[src/rtl/hazard_ctrl_if.sv]
// Pipeline <-> hazard controller signal bundle: hazard detection inputs in, stall/flush controls out.
// mem_req/mem_ready handshake: an access is live while mem_req=1 and completes in the cycle mem_ready=1.
interface hazard_ctrl_if;
  logic [4:0]  id_rs;
  logic [4:0]  id_rt;
  logic        idex_mem_read;
  logic [4:0]  idex_rt;
  logic        branch_taken;
  logic        mem_req;
  logic        mem_ready;
  logic        pc_write;
  logic        ifid_write;
  logic        ifid_flush;
  logic        idex_bubble;
  logic        pipe_hold;
  logic        halt_err;
  logic [31:0] stall_cycles;
  logic [15:0] flush_count;

  modport master (
    output id_rs, id_rt, idex_mem_read, idex_rt, branch_taken, mem_req, mem_ready,
    input  pc_write, ifid_write, ifid_flush, idex_bubble, pipe_hold, halt_err,
           stall_cycles, flush_count
  );

  modport slave (
    input  id_rs, id_rt, idex_mem_read, idex_rt, branch_taken, mem_req, mem_ready,
    output pc_write, ifid_write, ifid_flush, idex_bubble, pipe_hold, halt_err,
           stall_cycles, flush_count
  );
endinterface

[src/rtl/hazard_ctrl.sv]
// Pipeline hazard controller: memory-wait freeze with timeout halt, branch flush, load-use bubble.
// Optional performance counters enabled by defining HAZARD_PERF_EN; state_dbg: 0=RUN, 1=MEM_WAIT, 2=HALT.
module hazard_ctrl #(
    parameter int unsigned WAIT_LIMIT = 255
) (
    input  logic             clk,
    input  logic             rst,
    hazard_ctrl_if.slave     hz,
    output logic [1:0]       state_dbg
);

    typedef enum logic [1:0] {
        RUN      = 2'd0,
        MEM_WAIT = 2'd1,
        HALT     = 2'd2
    } state_t;

    localparam logic [7:0] WAIT_LAST = 8'(WAIT_LIMIT - 1);

    state_t     state, state_nxt;
    logic [7:0] wait_cnt, wait_cnt_nxt;
    logic       load_use;
    logic       mem_stall;

    // Register 0 is hardwired, so a load into it can never create a dependency.
    assign load_use = hz.idex_mem_read && (hz.idex_rt != 5'd0) &&
                      ((hz.idex_rt == hz.id_rs) || (hz.idex_rt == hz.id_rt));

    assign mem_stall = ((state == MEM_WAIT) || hz.mem_req) && !hz.mem_ready;
    assign state_dbg = state;

    always_ff @(posedge clk) begin
        if (rst) begin
            state    <= RUN;
            wait_cnt <= 8'd0;
        end else begin
            state    <= state_nxt;
            wait_cnt <= wait_cnt_nxt;
        end
    end

    always_comb begin
        state_nxt      = state;
        wait_cnt_nxt   = wait_cnt;
        hz.pc_write    = 1'b1;
        hz.ifid_write  = 1'b1;
        hz.ifid_flush  = 1'b0;
        hz.idex_bubble = 1'b0;
        hz.pipe_hold   = 1'b0;
        hz.halt_err    = 1'b0;
        if (rst) begin
            hz.pc_write    = 1'b0;
            hz.ifid_write  = 1'b0;
            hz.idex_bubble = 1'b1;
            state_nxt      = RUN;
            wait_cnt_nxt   = 8'd0;
        end else begin
            case (state)
                HALT: begin
                    hz.pc_write   = 1'b0;
                    hz.ifid_write = 1'b0;
                    hz.pipe_hold  = 1'b1;
                    hz.halt_err   = 1'b1;
                end
                RUN, MEM_WAIT: begin
                    if (mem_stall) begin
                        hz.pc_write   = 1'b0;
                        hz.ifid_write = 1'b0;
                        hz.pipe_hold  = 1'b1;
                        if (state == RUN) begin
                            state_nxt    = MEM_WAIT;
                            wait_cnt_nxt = 8'd0;
                        end else begin
                            if (wait_cnt != 8'hFF) wait_cnt_nxt = wait_cnt + 8'd1;
                            if (wait_cnt == WAIT_LAST) state_nxt = HALT;
                        end
                    end else if (hz.branch_taken) begin
                        // Flush also squashes any load-use candidate in ID, so no extra bubble.
                        hz.ifid_flush  = 1'b1;
                        hz.idex_bubble = 1'b1;
                        state_nxt      = RUN;
                    end else if (load_use) begin
                        hz.pc_write    = 1'b0;
                        hz.ifid_write  = 1'b0;
                        hz.idex_bubble = 1'b1;
                        state_nxt      = RUN;
                    end else begin
                        state_nxt = RUN;
                    end
                end
                default: state_nxt = RUN;
            endcase
        end
    end

`ifdef HAZARD_PERF_EN
    logic [31:0] stall_q;
    logic [15:0] flush_q;

    always_ff @(posedge clk) begin
        if (rst) begin
            stall_q <= 32'd0;
            flush_q <= 16'd0;
        end else begin
            if (!hz.pc_write && (stall_q != 32'hFFFF_FFFF)) stall_q <= stall_q + 32'd1;
            if (hz.ifid_flush && (flush_q != 16'hFFFF)) flush_q <= flush_q + 16'd1;
        end
    end

    assign hz.stall_cycles = stall_q;
    assign hz.flush_count  = flush_q;
`else
    assign hz.stall_cycles = 32'd0;
    assign hz.flush_count  = 16'd0;
`endif

endmodule

[src/flat_wrapper.sv]
// flat-port wrapper written by rule: the top's interface ports become plain ports
module hazard_ctrl_flat 
#(
    parameter int unsigned WAIT_LIMIT = 255
)
  (clk, rst, state_dbg, hz_id_rs, hz_id_rt, hz_idex_mem_read, hz_idex_rt, hz_branch_taken, hz_mem_req, hz_mem_ready, hz_pc_write, hz_ifid_write, hz_ifid_flush, hz_idex_bubble, hz_pipe_hold, hz_halt_err, hz_stall_cycles, hz_flush_count);
  hazard_ctrl_if hz_i ();
  input  logic clk;
  input  logic rst;
  output logic [1:0] state_dbg;
  input wire logic [$bits(hz_i.id_rs)-1:0] hz_id_rs;
  input wire logic [$bits(hz_i.id_rt)-1:0] hz_id_rt;
  input wire logic [$bits(hz_i.idex_mem_read)-1:0] hz_idex_mem_read;
  input wire logic [$bits(hz_i.idex_rt)-1:0] hz_idex_rt;
  input wire logic [$bits(hz_i.branch_taken)-1:0] hz_branch_taken;
  input wire logic [$bits(hz_i.mem_req)-1:0] hz_mem_req;
  input wire logic [$bits(hz_i.mem_ready)-1:0] hz_mem_ready;
  output wire logic [$bits(hz_i.pc_write)-1:0] hz_pc_write;
  output wire logic [$bits(hz_i.ifid_write)-1:0] hz_ifid_write;
  output wire logic [$bits(hz_i.ifid_flush)-1:0] hz_ifid_flush;
  output wire logic [$bits(hz_i.idex_bubble)-1:0] hz_idex_bubble;
  output wire logic [$bits(hz_i.pipe_hold)-1:0] hz_pipe_hold;
  output wire logic [$bits(hz_i.halt_err)-1:0] hz_halt_err;
  output wire logic [$bits(hz_i.stall_cycles)-1:0] hz_stall_cycles;
  output wire logic [$bits(hz_i.flush_count)-1:0] hz_flush_count;
  assign hz_i.id_rs = hz_id_rs;
  assign hz_i.id_rt = hz_id_rt;
  assign hz_i.idex_mem_read = hz_idex_mem_read;
  assign hz_i.idex_rt = hz_idex_rt;
  assign hz_i.branch_taken = hz_branch_taken;
  assign hz_i.mem_req = hz_mem_req;
  assign hz_i.mem_ready = hz_mem_ready;
  assign hz_pc_write = hz_i.pc_write;
  assign hz_ifid_write = hz_i.ifid_write;
  assign hz_ifid_flush = hz_i.ifid_flush;
  assign hz_idex_bubble = hz_i.idex_bubble;
  assign hz_pipe_hold = hz_i.pipe_hold;
  assign hz_halt_err = hz_i.halt_err;
  assign hz_stall_cycles = hz_i.stall_cycles;
  assign hz_flush_count = hz_i.flush_count;
  hazard_ctrl #(.WAIT_LIMIT(WAIT_LIMIT)) u_core (.clk(clk), .rst(rst), .hz(hz_i), .state_dbg(state_dbg));
endmodule
[config.mk]
export PLATFORM = sky130hd
export DESIGN_NAME = hazard_ctrl_flat
export DESIGN_NICKNAME = d
export VERILOG_FILES = /design/src/rtl/hazard_ctrl_if.sv /design/src/rtl/hazard_ctrl.sv /design/src/flat_wrapper.sv
export SDC_FILE = /design/constraint.sdc
export NUM_CORES = 1
export LEC_CHECK = 0
export CORE_ASPECT_RATIO = 1.75
export CORE_UTILIZATION = 35
export CTS_BUF_LIST = sky130_fd_sc_hd__clkbuf_8 sky130_fd_sc_hd__clkbuf_16
export DETAILED_ROUTE_END_ITERATION = 12
export PLACE_DENSITY_LB_ADDON = 0.25
export SKIP_CTS_REPAIR_TIMING = 1
export SYNTH_ARGS = -nofsm -noshare
export SYNTH_HDL_FRONTEND = slang
export SYNTH_SLANG_ARGS = --single-unit
[constraint.sdc]
create_clock -name clk -period 3.2 [get_ports clk]
set_input_delay 0.96 -clock clk [delete_from_list [all_inputs] [get_ports clk]]
set_output_delay 0.96 -clock clk [all_outputs]
set_load 0.05 [all_outputs]
==> impl_results.md <==
- Most frequent cells in the layout: conb_1 (48), dlymetal6s2s_1 (14)
- H-tree Lvls: 1
- Dpl cells: 203
- CP cell instances: buf_8 > or4_4 > o21ai_2 > or3_1 > o211a_4 > buf_12
- Synth cell types: 31
- Failing checks: DRC
- Post-route setup slack: 0.0308 ns
- Vias/cell: 4.69
- Final Slew Violations: 0
- DRT antenna net count: 0
- Input/output buffers: 28
- Final GP Congestion: 0.756
- Final-stage net count: 203
- Core area: 2930 um^2
- Bufs on Longest Clock Path: 2
- Pin count of the biggest net entering global routing: 9
- Hold EP: u_core.wait_cnt[7]$_SDFFE_PP0P_
- Worst-path clk slew: 0.05 ns
- Max Cap Viol: 0
- Hold Path Class: flip-flop to flip-flop
- Initial Utilization: 37.3%
- Post-synth EDFFs: 0
- Via count: 971
- First-pass GRT wire length: 3.71 mm
- Post-synth design cell area: 1090 um^2
- WP data arrival: 2.21 ns
- Starting DRT DRC Count: 18
- Synth Area per Inst: 7.79 um^2
- Flop-to-flop setup slack: 1.46 ns
- Hold slack: 0.488 ns
- Crit path launch type: input port
- Synth-to-layout area growth: 36.6%
- DP Area: 1360 um^2
- Share of layout cells above drive strength 1: 22.3%
- Die Footprint: 3350 um^2
- Clk sinks: 10
- Max_slew headroom: 66.6%
- WL per Instance: 11.5 um
- CTS tree: yes
- Yosys reg bits: 10
- Origin of the critical flop-to-flop path: u_core.state_dbg[0]$_SDFFE_PP0P_
- Root Driver: clkbuf_8
- Setup Viol. Count Final: 0
- Final Core Density: 50.9%
- Row cnt: 26
- Pwr Density: 356 nW/um^2
- Slowest-stage cell, CP: or4_4
- Total GRT Usage: 14.7%
- Worst path top cell family by delay: simple AND/OR/NAND/NOR gates
- VDD IR max: 0.204 mV
- Setup total negative slack: 0 ns
- Drt first pass iters: 12
- Syn Inst Count: 140
- Fin area: 1490 um^2
- Seq/Total Area, Yosys: 18.3%
- Fmax: 316 MHz
- Vias in the first global route: 913
- Status: finished with violations
- Lkg Pwr: 0.755 nW
- Total routed wirelength: 2.37 mm
- Commonest non-fill, non-tap cell in the layout: conb_1
- WP buf/inv: 2
- Remaining Overflow, GRT: 0
- Period utilization: 99.0%
- Dpl hpwl: 2.02 mm
- Asr flop ratio synth: 0%
- Crit path required time: 2.24 ns
- Fin cells: 207
- DIE WIDTH: 44.2 um
- Worst-Skew Late Latency: 0.24 ns
- Final clock skew: 0.00273 ns
- Hold path cells: 2
- Pre-CTS worst setup slack: -0.404 ns
- Diodes inserted: 0
- Minimum clock period: 3.17 ns
- Biggest fanout along the worst timing path: 3
- Initial antenna violation count: 0
- DRC viols: 3
- I/O Pins: 77
- CP peak stage delay: 0.53 ns
- Synth warn: 0
- Power consumption: 530 uW
- Beginning of the worst hold path: u_core.wait_cnt[7]$_SDFFE_PP0P_
- Cells on worst reg2reg path: 6
- CTS Buf Count: 3
- Critical path class: input port to primary output
- Most used DFF post-synth: dfxtp_1
- CP endpoint kind: primary output
- Die Y: 75.9 um
- FF-to-FF End: u_core.wait_cnt[1]$_SDFFE_PP0P_
- Worst-Margin Slew: 0.500 ns
- Final hold viol count: 0
-- layout make-up --
| class | instances | area (um^2) |
|---|---|---|
| well taps | 28 | 35.0 |
| fillers | 289 | 1440 |
| repair buffers | 38 | 445 |
| inverters | 4 | 15.0 |
| multi-input cells | 123 | 739 |
| flip-flops and latches | 10 | 200 |
| clock buffers | 4 | 55.1 |
-- state kept, by name (all words and copies together), names as in the netlist --
register	count
u_core.state_dbg	2
u_core.wait_cnt	8
-- worst register-to-register path, cell delays in order (launching register included) --
cell and delay (ns):
dfxtp_1 0.49, or2_4 0.20, buf_4 0.12, nand2_2 0.09, buf_4 0.16, or4_1 0.46, a21oi_1 0.15
-- worst max-delay path by stage --
stage	end	slack (ns)	cells after the start	startpoint
after floorplan	hz_idex_bubble	-0.06	3	hz_mem_req
after global placement	hz_idex_bubble	-0.37	7	hz_idex_rt[3]
after detailed placement	hz_idex_bubble	-0.40	7	hz_idex_rt[3]
after CTS	hz_idex_bubble	-0.43	7	hz_idex_rt[3]
after global routing	hz_ifid_write	-0.0006	6	hz_idex_rt[2]
final	hz_pc_write	0.03	6	hz_idex_rt[2]
-- cells by family after synthesis --
| family | count (synthesis) | synth area share (%) |
|---|---|---|
| other | 1 | 0.344 |
| adder cells (fa/ha/maj) | 2 | 2.29 |
| AO/OA/AOI/OAI | 28 | 17.5 |
| AND/OR/NAND/NOR | 35 | 18.0 |
| XOR/XNOR | 10 | 8.03 |
| flip-flops | 10 | 18.3 |
| buffers and inverters | 54 | 35.4 |
-- per-layer routing --
metal  part of all wire, %  routed length, um  vias to the layer above  GRT usage [%]
met5                     0                  0                        -              0
met4                   1.9                 46                        0           7.74
met3                   5.1                122                        4           1.18
met2                    61               1440                       59           31.4
met1                    32                769                      447           12.4
li1                      -                  -                      461              -
-- synth_stat cells (2+ instances only) --
| library cell | n | area share [%] |
|---|---|---|
| nor2_1 | 4 | 1.4 |
| nand2_1 | 5 | 1.7 |
| a21oi_1 | 10 | 4.6 |
| xor2_1 | 10 | 8.0 |
| or4_1 | 3 | 2.1 |
| buf_4 | 49 | 34 |
| nand3_1 | 5 | 2.3 |
| o31ai_1 | 4 | 2.8 |
| inv_1 | 4 | 1.4 |
| and2_1 | 3 | 1.7 |
| or3_1 | 6 | 3.4 |
| ha_1 | 2 | 2.3 |
| o21ai_0 | 4 | 1.8 |
| nor3_1 | 5 | 2.3 |
| dfxtp_1 | 10 | 18 |
-- report_power, final --
part	internal, mW	leakage [nW]	switching (mW)
Sequential	0.126	0.0808	0.00247
Combinational	0.0623	0.646	0.179
Clock	0.108	0.0288	0.0513
Total	0.297	0.755	0.233
No activity file was read; power rests on OpenSTA's default activity.
==> edit 1, RTL diff (config.mk and constraints unchanged) <==
Add a define of `HAZARD_PERF_EN`.
--- a/src/rtl/hazard_ctrl.sv
+++ b/src/rtl/hazard_ctrl.sv
@@ -1,5 +1,7 @@
 // Pipeline hazard controller: memory-wait freeze with timeout halt, branch flush, load-use bubble.
 // Optional performance counters enabled by defining HAZARD_PERF_EN; state_dbg: 0=RUN, 1=MEM_WAIT, 2=HALT.
+`define HAZARD_PERF_EN
+
 module hazard_ctrl #(
     parameter int unsigned WAIT_LIMIT = 255
 ) (
Check against the original RTL: not equivalent (Yosys sat finds a counterexample within 4 cycles, from zero or initial values and one cycle with rst high).
==> edit 1 against the unedited design <==
- the run ends with setup timing left
- power grew to 3.4 times the old value
- setup slack worse by 45 ps
- clock power grew to 5.4 times the old value
- cell area grew to 3.0 times the old value
- wire length grew to 3.5 times the old value
- global-route usage is 4.1 points higher
- sequential cell count is 48 higher
- critical endpoint is now hz_ifid_write
- sequential power grew to 5.7 times the old value
- synthesized area grew to 2.9 times the old value
- maximum frequency is 1.4% lower
- synthesized cell count grew to 2.7 times the old value
- first-iteration DRC count grew to 9.1 times the old value
- combinational power is 21% lower
==> edit 1: results <==
group,metric,value,unit
outcome,status,"complete, but fails checks",
outcome,violations,"setup timing",
drt,drt-wirelength-per-cell,14.3,µm
sta,setup_slack,-13.7,ps
sta,finalSetupViolCount,2,
placed_design,placed_cell_area,4120,µm²
global_routing,grt_use_met2,33.3,%
drt,wl_met3,340,µm
sta,holdWs,484,ps
sta,setup_tns,-26.3,ps
global_routing,grt.total_usage,18.8,%
cts,h-tree-depth,3,
global_routing,grtUsageMet1,20.7,%
placed_design,placed_cells,562,
pwr,switchingPower,446,µW
placed_design,gp_congestion,0.818,
synth,synth.avg_cell_area,8.48,µm²
placed_design,hpwl,5.92,mm
drt,first_pass_iters,4,
hold_path,min_from,"u_core.hz.stall_cycles[15]",
pwr,leakagePower,1.70,nW
layout,drive_gt1_share,13.0,%
sta,skew,4.89,ps
layout,largest_reg_flops,32,
placed_design,dp_slack,-372,ps
hold_path,hold_end,"u_core.hz.stall_cycles[15]",
synth,synth_commonest_cells,"58 x dfxtp_1, 39 x nor2_1, 29 x a21oi_1, 27 x xor2_1, 23 x nand2_1",
worst_setup_path,worstSetupEndpoint,"hz_ifid_write",
worst_setup_path,rrSetupSlack,840,ps
worst_setup_path,max_stage_delay,550,ps
worst_setup_path,timing.rr.start,"u_core.hz.stall_cycles[1]",
sta,worst_pin_slew,522,ps
synth,ys_seq_area_share,36.8,%
pwr,power.total,1.78,mW
## edit 1: changes by cell type in the layout (fill, tap and decap cells not counted), sizes merged, moves of 10 or more
cell           unedited run  this run
clkdlybuf4s50             5        54
conb                     48         0
dfxtp                    10        58
nor2                      5        39
nand4                     0        20
a21oi                    10        29
or4                       3        22
nand2                     6        24
o31ai                     4        22
xor2                     10        27
and3                      0        15
nand3                     5        17
buf                      17        27
## edit 1: final cells by class
type | count | area [µm²]
clock buffers | 10 | 239
multi-input cells | 287 | 1920
flip-flops and latches | 58 | 1160
fillers | 855 | 4260
clock inverters | 6 | 26.3
well taps | 117 | 146
repair buffers | 93 | 945
inverters | 8 | 30.0
## edit 1: cell families after synthesis
logic type                 synth area share, %
AOI/OAI and AO/OA                         14.8
xor gates and xnor gates                  8.60
adders and majority gates                 1.59
buffers and inverters                     4.28
DFF                                       36.8
muxes                                     1.74
and+or+nand+nor                           32.2
==> edit 2, RTL diff (same flow settings) <==
Made on the original files. Register the output `state_dbg` once more, with the module's reset; this adds one clock of latency there. The other outputs are not delayed to match.
--- a/src/rtl/hazard_ctrl.sv
+++ b/src/rtl/hazard_ctrl.sv
@@ -27,7 +27,13 @@
                       ((hz.idex_rt == hz.id_rs) || (hz.idex_rt == hz.id_rt));
 
     assign mem_stall = ((state == MEM_WAIT) || hz.mem_req) && !hz.mem_ready;
-    assign state_dbg = state;
+    always_ff @(posedge clk) begin
+        if (rst) begin
+            state_dbg <= '0;
+        end else begin
+            state_dbg <= state;
+        end
+    end
 
     always_ff @(posedge clk) begin
         if (rst) begin
Formal check against the unedited RTL: not equivalent (Yosys sat finds a counterexample within 4 cycles, from zero or initial values and one cycle with rst high).
==> edit 2 against the unedited design <==
- the flow finishes with violations (setup timing)
- synthesized area increased by 7.5%
- cell count grew 12%
- sequential cell count increased by 2
- cell area grew 6.8%
- utilization shrank 0.78 points
- global-route usage grew 1.2 points
- setup slack got worse by 32 ps
- wire length rose by 20%
- power rose by 1.6%
==> edit 2: results <==
group,metric,value,unit
outcome,status,"complete, but fails checks",
outcome,violations,"setup timing",
worst_setup_path,critPathMaxFanout,2,
sta,finalSetupViolCount,2,
cts,cts-root-buf,"clkbuf_8",
layout,final_net_count,213,
drt,vias_per_cell,4.71,
cts,numCtsBuffers,3,
cts,cts.path.max_buffers,2,
synth,yosys_warnings,0,
synth,synth_commonest_cells,"49 x buf_4, 12 x dfxtp_1, 10 x xor2_1, 9 x a21oi_1, 8 x nor2_1",
synth,ys_async_sr_fraction,0,%
pwr,leakagePower,0.779,nW
synth,synth.distinct_cells,36,
synth,synth_flop_cell,"dfxtp_1",
worst_setup_path,critPathArrivalTime,2240,ps
worst_setup_path,worst_path_max_delay_cell,"or4_4",
layout,reg_top3,"u_core.wait_cnt (8), u_core.state (2), u_core.state_dbg (2)",
layout,drive_gt1_share,21.3,%
worst_setup_path,timing.rr.start,"u_core.state[0]",
drt,drtIter0Drc,9,
hold_path,hold_path_class,"reg2reg",
drt,totalWireLength,2.85,mm
sta,worst_pin_slew,543,ps
synth,synth_most_common_cell,"buf_4",
global_routing,grt_pass1_wl,4.10,mm
placed_design,hpwl,2.27,mm
sta,skew,5.52,ps
cts,clock_latency,240,ps
placed_design,dp_slack,-398,ps
synth,ys_seq_area_share,20.5,%
global_routing,grt_pass1_vias,1000,
sta,setup_slack,-1.29,ps
pwr,irDropWorstVdd,0.000175,V
worst_setup_path,max_stage_delay,540,ps
worst_setup_path,crit_start,"hz_idex_rt[2]",
placed_design,gp_congestion,0.936,
placed_design,port_buffers,28,
cts,h-tree-depth,1,
drt,first_pass_iters,4,
synth,synthTopCellsByArea,"buf_4 31%, dfxtp_1 20%, xor2_1 7.5%",
global_routing,antenna_found_initial,0,
hold_path,min_from,"u_core.wait_cnt[7]",
global_routing,grt_max_degree,14,
layout,fillers,332,
global_routing,grt.total_usage,15.9,%
layout,diodes,0,
cts,clk_pin_slew_worst_paths,50,ps
edit 2: kinds of logic (layout without fill, tap and decap cells):
family	after synthesis	count (layout)	synth area share, %
buffers and inverters	56	47	33.7
xor gates and xnor gates	10	10	7.47
and+or+nand+nor	40	40	19.3
other	1	48	0.320
DFF	12	12	20.5
adders and majority gates	2	2	2.13
AOI/OAI and AO/OA	29	29	16.5
edit 2: area by class of cell:
cell class / instances / share of cell area (%)
multi-input combinational: 129 / 48.8
timing repair buffer: 39 / 28.9
sequential: 12 / 15.1
tap: 43 / 3.38
clock buffer: 3 / 2.59
inverter: 5 / 1.18
edit 2: worst max-delay path, delay by kind of cell:
family	cells	cell delay, ps
compound gates	2	350
buf+inv	2	230
simple gates	2	690
edit 2: power by group:
part	total, mW	internal, mW	switching [mW]
Sequential	0.156	0.152	0.00365
Clock	0.137	0.0829	0.0546
Combinational	0.245	0.0635	0.182
edit 2: path summary, 6_finish.rpt:
check / slack (ps) / cells past startpoint / endpoint
worst max-delay path: -1 / 6 / hz_pc_write
worst min-delay path: 490 / 2 / u_core.wait_cnt[7]
worst max register to register: 1320 / 5 / u_core.wait_cnt[6]
worst min register to register: 490 / 2 / u_core.wait_cnt[7]
edit 2: through the flow:
step | instances | hold WS [ps] | setup TNS, ps | power (mW) | cell area, µm²
2_1_floorplan | 197 | 446 | 0 | 0.376 | 1370
3_3_place_gp | 228 | 456 | -1030 | 0.396 | 1480
3_5_place_dp | 228 | 476 | -1130 | 0.398 | 1480
4_1_cts | 231 | 482 | -1150 | 0.535 | 1520
5_1_grt | 231 | 491 | -24.8 | 0.560 | 1590
6_report | 231 | 488 | -1.84 | 0.538 | 1590
edit 2: per-layer routing:
layer | GRT usage (%) | share of wire (%) | up-vias
met2 | 29.9 | 58 | 74
met1 | 13.3 | 29 | 499
met3 | 3.45 | 8.7 | 9
met4 | 10.9 | 4.8 | 0
li1 | - | - | 507
met5 | 0 | 0 | -
